File: src/rtl/vrf_wb_scheduler.sv
// Round-robin writeback arbiter for the VRF write port plus busy scoreboard.
// Optional VRF_WB_PRIO_EN: source 0 (load unit) gets fixed top priority.
module vrf_wb_scheduler #(
    parameter int DATA_W = 128,
    parameter int N_SRC  = 3
) (
    input  logic                    clk,
    input  logic                    rst_n,
    input  logic [N_SRC-1:0]        src_valid,
    output logic [N_SRC-1:0]        src_ready,
    input  logic [5*N_SRC-1:0]      src_waddr,
    input  logic [DATA_W*N_SRC-1:0] src_wdata,
    output logic                    vrf_we,
    output logic [4:0]              vrf_waddr,
    output logic [DATA_W-1:0]       vrf_wdata,
    input  logic                    iss_valid,
    input  logic                    iss_use_vs1,
    input  logic                    iss_use_vs2,
    input  logic                    iss_wr_en,
    input  logic [4:0]              iss_vs1,
    input  logic [4:0]              iss_vs2,
    input  logic [4:0]              iss_vd,
    output logic                    iss_stall,
    output logic [31:0]             busy,
    output logic                    err_wb_unexpected
);

    localparam int PW = $clog2(N_SRC);
    localparam logic [PW-1:0] LAST_RST = PW'(N_SRC - 1);

    logic [PW-1:0]     last_grant_q, last_grant_d;
    logic              vrf_we_q, vrf_we_d;
    logic [4:0]        vrf_waddr_q, vrf_waddr_d;
    logic [DATA_W-1:0] vrf_wdata_q, vrf_wdata_d;
    logic [31:0]       busy_q, busy_d;
    logic              err_q, err_d;

    logic          found;
    logic [PW-1:0] gidx;

    always_comb begin : arb
        int c;
        found = 1'b0;
        gidx  = '0;
`ifdef VRF_WB_PRIO_EN
        if (src_valid[0]) found = 1'b1;
`endif
        for (int k = 1; k <= N_SRC; k++) begin
            c = int'(last_grant_q) + k;
            if (c >= N_SRC) c = c - N_SRC;
            if (!found && src_valid[c]) begin
                found = 1'b1;
                gidx  = PW'(c);
            end
        end
        last_grant_d = last_grant_q;
`ifdef VRF_WB_PRIO_EN
        // Load-unit grants must not disturb the rotation among the others
        if (found && gidx != '0) last_grant_d = gidx;
`else
        if (found) last_grant_d = gidx;
`endif
    end

    always_comb begin
        src_ready = '0;
        if (found) src_ready[gidx] = 1'b1;
    end

    always_comb begin
        vrf_we_d    = found;
        vrf_waddr_d = vrf_waddr_q;
        vrf_wdata_d = vrf_wdata_q;
        if (found) begin
            vrf_waddr_d = src_waddr[int'(gidx)*5 +: 5];
            vrf_wdata_d = src_wdata[int'(gidx)*DATA_W +: DATA_W];
        end
    end

    always_comb begin
        iss_stall = iss_valid &&
                    ((iss_use_vs1 && busy_q[iss_vs1]) ||
                     (iss_use_vs2 && busy_q[iss_vs2]) ||
                     (iss_wr_en   && busy_q[iss_vd]));
    end

    // Clear first so that a same-cycle issue to the same register wins
    always_comb begin
        busy_d = busy_q;
        err_d  = err_q;
        if (vrf_we_q) begin
            if (!busy_q[vrf_waddr_q]) err_d = 1'b1;
            busy_d[vrf_waddr_q] = 1'b0;
        end
        if (iss_valid && iss_wr_en && !iss_stall) busy_d[iss_vd] = 1'b1;
    end

    always_ff @(posedge clk) begin
        if (!rst_n) begin
            last_grant_q <= LAST_RST;
            vrf_we_q     <= 1'b0;
            vrf_waddr_q  <= '0;
            vrf_wdata_q  <= '0;
            busy_q       <= '0;
            err_q        <= 1'b0;
        end else begin
            last_grant_q <= last_grant_d;
            vrf_we_q     <= vrf_we_d;
            vrf_waddr_q  <= vrf_waddr_d;
            vrf_wdata_q  <= vrf_wdata_d;
            busy_q       <= busy_d;
            err_q        <= err_d;
        end
    end

    assign vrf_we            = vrf_we_q;
    assign vrf_waddr         = vrf_waddr_q;
    assign vrf_wdata         = vrf_wdata_q;
    assign busy              = busy_q;
    assign err_wb_unexpected = err_q;

endmodule

File: config.mk
export PLATFORM = sky130hd
export DESIGN_NAME = vrf_wb_scheduler
export DESIGN_NICKNAME = d
export VERILOG_FILES = /design/src/rtl/vrf_wb_scheduler.sv
export SDC_FILE = /design/constraint.sdc
export NUM_CORES = 1
export LEC_CHECK = 0
export ABC_AREA = 0
export CELL_PAD_IN_SITES_DETAIL_PLACEMENT = 1
export CELL_PAD_IN_SITES_GLOBAL_PLACEMENT = 1
export CORE_AREA = 2 2 229 231
export CTS_BUF_LIST = sky130_fd_sc_hd__clkbuf_8
export DETAILED_ROUTE_END_ITERATION = 16
export DIE_AREA = 0 0 231 233
export PLACE_DENSITY = 0.68
export SLEW_MARGIN = 20
export SYNTH_ARGS = -nofsm -noshare
export SYNTH_HDL_FRONTEND = slang
export SYNTH_SLANG_ARGS = --single-unit
File: constraint.sdc
create_clock -name clk -period 6.5 [get_ports clk]
set_input_delay 1.3 -clock clk [delete_from_list [all_inputs] [get_ports clk]]
set_output_delay 1.3 -clock clk [all_outputs]
set_load 0.005 [all_outputs]
* Word level (Yosys, flattened, before mapping)
Index checks and enable logic that the tools add are counted.
W data, S select, Z words.
** Operators by class
- Bitwise logic cells :: 4
- $add $sub $neg :: 6
- Multiplexer cells :: 35
- Shifts and indexed selects :: 2
- Magnitude comparators :: 14
- Divide/modulo/power cells :: 0
- Multiply operators :: 1
- Reductions and logical operators :: 17
- Eq/ne operators :: 0
** Operators with widths (count)
- $shiftx A384 B10 Y128 :: 1
- $mux W32 :: 5
- $lt A32 B4 Y1 const B :: 3
- $and A32 B32 Y32 :: 1
- $not A32 Y32 :: 1
- $or A32 B32 Y32 :: 1
- $lt A5 B6 Y1 const B :: 4
- $bmux W1 S5 :: 4
- $mux W1 :: 16
- $shiftx A15 B6 Y5 :: 1
- $sub A3 B2 Y4 const B :: 3
- $logic_and A1 B1 Y1 :: 11
- $demux W1 S5 :: 2
- $ge A5 B1 Y1 const B :: 2
- $ge A3 B2 Y1 const B :: 3
- $add A2 B2 Y3 const B :: 2
- $bmux W1 S2 :: 3
- $mux W2 :: 3
- $mul A2 B3 Y5 const B :: 1
- $add A2 B1 Y3 const B :: 1
- $logic_not A1 Y1 :: 3
- $lt A2 B3 Y1 const B :: 1
- $mux W3 :: 1
- $demux W1 S2 :: 1
- 4 further kinds :: 5
** Word-level totals
- Bits in latches :: 0
- Memories :: 0
- Input port bits :: 423
- RAM bits :: 0
- Bits in registers :: 169
- Memory bits (read-only) :: 0
- Output and inout port bits :: 171

* Longest topological paths before layout
- Depth after elaboration :: 18
- Mapped depth :: 12
- Mapped depth without buffers :: 9

* Least setup slack after synthesis
OpenSTA, ideal clock, no wires.
- Path type :: input port to output port
- Start point :: input port iss_vs1[1]
- End point :: output port iss_stall
- Stages on the path :: 6
- Data arrival time :: 3.051 ns
- Setup slack :: 2.149 ns
- Path buffers :: 1
- Cell sequence :: clkbuf_1 mux4_2 o22ai_1 o221ai_1 a32oi_4 a21boi_0
** Between the ends
- Cells in the longest elaborated chain, start to end :: 6
** Ends and longest elaborated chain
- start, declared :: line 20 : input logic [4:0] iss_vs1,
- $bmux W1 S5 :: line 82 : ((iss_use_vs1 && busy_q[iss_vs1]) ||
- $mux W1 (implied by the code) :: line 82
- $logic_and A1 B1 Y1 :: line 82
- $logic_or A1 B1 Y1 :: line 82
- $logic_or A1 B1 Y1 :: line 83 : (iss_use_vs2 && busy_q[iss_vs2]) ||
- $logic_and A1 B1 Y1 :: line 81 : iss_stall = iss_valid &&
- end, declared :: line 23 : output logic iss_stall,
No other way between the ends. The select of a mux whose other input is x is not followed.

* Worst setup path after layout
- Start point :: input port iss_vs2[0]
- End point :: output port iss_stall
** Between the ends
- Cells in the longest elaborated chain, start to end :: 6
** Ends and longest elaborated chain
- start, declared :: line 21 : input logic [4:0] iss_vs2,
- $bmux W1 S5 :: line 83
- $mux W1 (implied by the code) :: line 83
- $logic_and A1 B1 Y1 :: line 83
- $logic_or A1 B1 Y1 :: line 82
- $logic_or A1 B1 Y1 :: line 83
- $logic_and A1 B1 Y1 :: line 81
No other way between the ends. The select of a mux whose other input is x is not followed.

==> results.json <==
{
  "post-cts-setup-buffers": 0,
  "ys_top_cells_by_count": "169 x dfxtp_1, 92 x mux2i_1, 85 x nand3_1",
  "postRouteAntennaNets": 0,
  "syn_inst": 923,
  "totalWireLength_mm": 51.0,
  "cp_max_fo": 9,
  "synth_flop_cell": "dfxtp_1",
  "grt_start_max_net_pins": 134,
  "antenna_found_initial": 1,
  "placementRows": 83,
  "max_clock_freq_mhz": 177,
  "synth.largest_area_cell": "dfxtp_1",
  "clk_pin_slew_ps": 100,
  "clk_latency_ps": 560,
  "initial_core_util_pct": 17.4,
  "synth_fp_nets": 1349,
  "hpwl_mm": 37.4,
  "cts_made_buffers": 17,
  "maxSlewHeadroom_pct": 29.5,
  "nets": 1869,
  "synth_top_area_share_pct": 38.0,
  "rsz0062_at_grt": "false",
  "fill_cells": 5875,
  "fin_crit_ps": 5640,
  "synth_warnings": 0,
  "critPathRequiredTime_ps": 5200,
  "max_slew.worst_pin.slew_ps": 1060,
  "finalHoldViolations": 0,
  "cts_buffer_depth": 2,
  "core_area_um2": 51100,
  "finalCritPeriodShare_pct": 86.8,
  "synth_seq_cells": 169,
  "path_class": "in2out",
  "yosysMostFrequentCell": "dfxtp_1",
  "drt_iter0_drc": 711,
  "worstPathCellList": "clkdlybuf4s50_1 > mux4_1 > mux2_2 > o31a_1 > a32oi_4 > a21boi_0 > clkdlybuf4s50_1",
  "dieArea_um2": 53800,
  "cts_tree": "done",
  "drt-wirelength-per-cell_um": 23.8,
  "async_flop_share_pct": 0,
  "p_leak_nw": 5.62,
  "holdWs_ps": 476,
  "dpl_cell_area_um2": 15400,
  "cp_slowest_stage_delay_ps": 770,
  "gr-total-overflow": 0,
  "min_path_type": "reg2reg",
  "synth.top_cells.by_area": "dfxtp_1 38%, mux2i_1 10%, a222oi_1 6.7%, nand3_1 4.8%, a22oi_1 4.6%",
  "cpMostUsedCell": "clkdlybuf4s50_1",
  "tns_ps": 0,
  "first_global_vias": 11380,
  "cp-start-kind": "input port",
  "power_density_nw_per_um2": 367,
  "crit_path_end_kind": "primary output",
  "finalClockSkew_ps": 22.0,
  "grt_first_pass_wirelength_mm": 73.3,
  "ctsResizeCount": 0,
  "portBuffers": 593,
  "drive_above_1_share_pct": 5.98,
  "arrival_ps": 4340,
  "htreeDepth": 4,
  "cts_hold_buf": 0,
  "final-setup-viol-count": 0,
  "drtPass1Iterations": 10,
  "syn_area_um2": 8900,
  "place_congestion": 0.877,
  "clock-sinks": 169,
  "ys_seq_area_share_pct": 38.0,
  "area_growth_pct": 77.5,
  "ir_drop_v": 0.000269,
  "io_pins": 594,
  "grt_use_total_pct": 18.2,
  "crit_path_top_delay_cell": "clkdlybuf4s50_1",
  "syn_area_per_cell_um2": 9.65,
  "via_per_inst": 4.99,
  "fin_area_um2": 15800,
  "cts_root_buffer": "clkbuf_8",
  "outcome": "complete, no violations",
  "drv_cap": 0,
  "synth_edf_count": 0,
  "dr_total_vias": 10676,
  "drc": 0,
  "die_w_um": 231,
  "die_y_um": 233,
  "slew_viol_final": 0,
  "ys_types": 55
}
## logic make-up after synthesis
logic type	count (synthesis)	synth area share [%]
DFF	169	38.0
muxes	124	17.7
buffers and inverters	117	5.51
and+or+nand+nor	167	10.8
AOI/OAI and AO/OA	343	27.5
adders and majority gates	3	0.422
## path summary, 6_finish.rpt
check,cells after the start,slack [ps],to,from
max,7,860,iss_stall,iss_vs2[0]
min,2,480,err_wb_unexpected$_SDFFE_PN0P_,err_wb_unexpected$_SDFFE_PN0P_
max reg2reg,9,2620,vrf_wdata[62]$_SDFFE_PN0P_,last_grant_q[0]$_SDFFE_PN0P_
min reg2reg,2,480,err_wb_unexpected$_SDFFE_PN0P_,err_wb_unexpected$_SDFFE_PN0P_
## power by group
group          total [mW]  internal (mW)  switching, mW
clock network       0.833          0.365          0.469
logic                3.29           1.56           1.72
registers            1.67           1.41          0.269
## area by class of cell
| class | instances | area (µm²) | area share [%] |
|---|---|---|---|
| repair buffers | 605 | 6050 | 38.3 |
| multi-input cells | 637 | 5060 | 32.0 |
| flip-flops and latches | 169 | 3380 | 21.4 |
| well taps | 680 | 851 | 5.38 |
| clock buffers | 19 | 262 | 1.65 |
| clock inverters | 12 | 140 | 0.887 |
| inverters | 13 | 51.3 | 0.325 |
| diodes | 3 | 7.51 | 0.0475 |
## critical path: cells and delay by family
kind | cells | cell delay (ps)
AO/OA/AOI/OAI | 3 | 880
multiplexers | 2 | 880
buffers and inverters | 2 | 1260
## per-stage QoR
stage          utilization (%)  power, mW  setup slack, ps  instances
3_3_place_gp              30.1       4.96              894       2104
3_5_place_dp              30.1       5.02              840       2104
4_1_cts                   30.9       5.90              833       2135
2_1_floorplan                -       3.28             2150        923
5_1_grt                   30.9       6.16              744       2136
6_report                  30.9       5.79              859       2138
## sequential cells by signal (all words and copies together) (netlist names)
register / cells
last_grant_q: 2
busy: 32
vrf_we: 1
err_wb_unexpected: 1
vrf_waddr: 5
vrf_wdata: 128
## layout by cell type, fill, tap and decap left out, types with 8 or more instances in the layout
cell type / synthesis / layout
dfxtp_1: 169 / 169
clkdlybuf4s50_1: 0 / 592
a21oi_1: 61 / 60
mux2_2: 8 / 8
buf_4: 2 / 10
nand4_1: 20 / 20
nand2_1: 10 / 9
nor2_1: 12 / 12
a222oi_1: 60 / 60
inv_1: 11 / 11
nand3b_1: 8 / 8
nand3_1: 85 / 85
mux2i_1: 92 / 92
o211ai_1: 52 / 52
o22ai_1: 57 / 57
clkbuf_8: 0 / 19
mux4_2: 17 / 17
a22oi_1: 55 / 55
o21ai_1: 30 / 30
## layer usage
metal / vias up / global-route usage, % / part of all wire [%]
li1: 4798 / - / -
met1: 5346 / 20.8 / 39
met2: 478 / 32.4 / 52
met3: 54 / 5.21 / 7.0
met4: 0 / 6.25 / 2.1
met5: - / 0 / 0
Note: power is estimated with default switching activity, not from simulation.
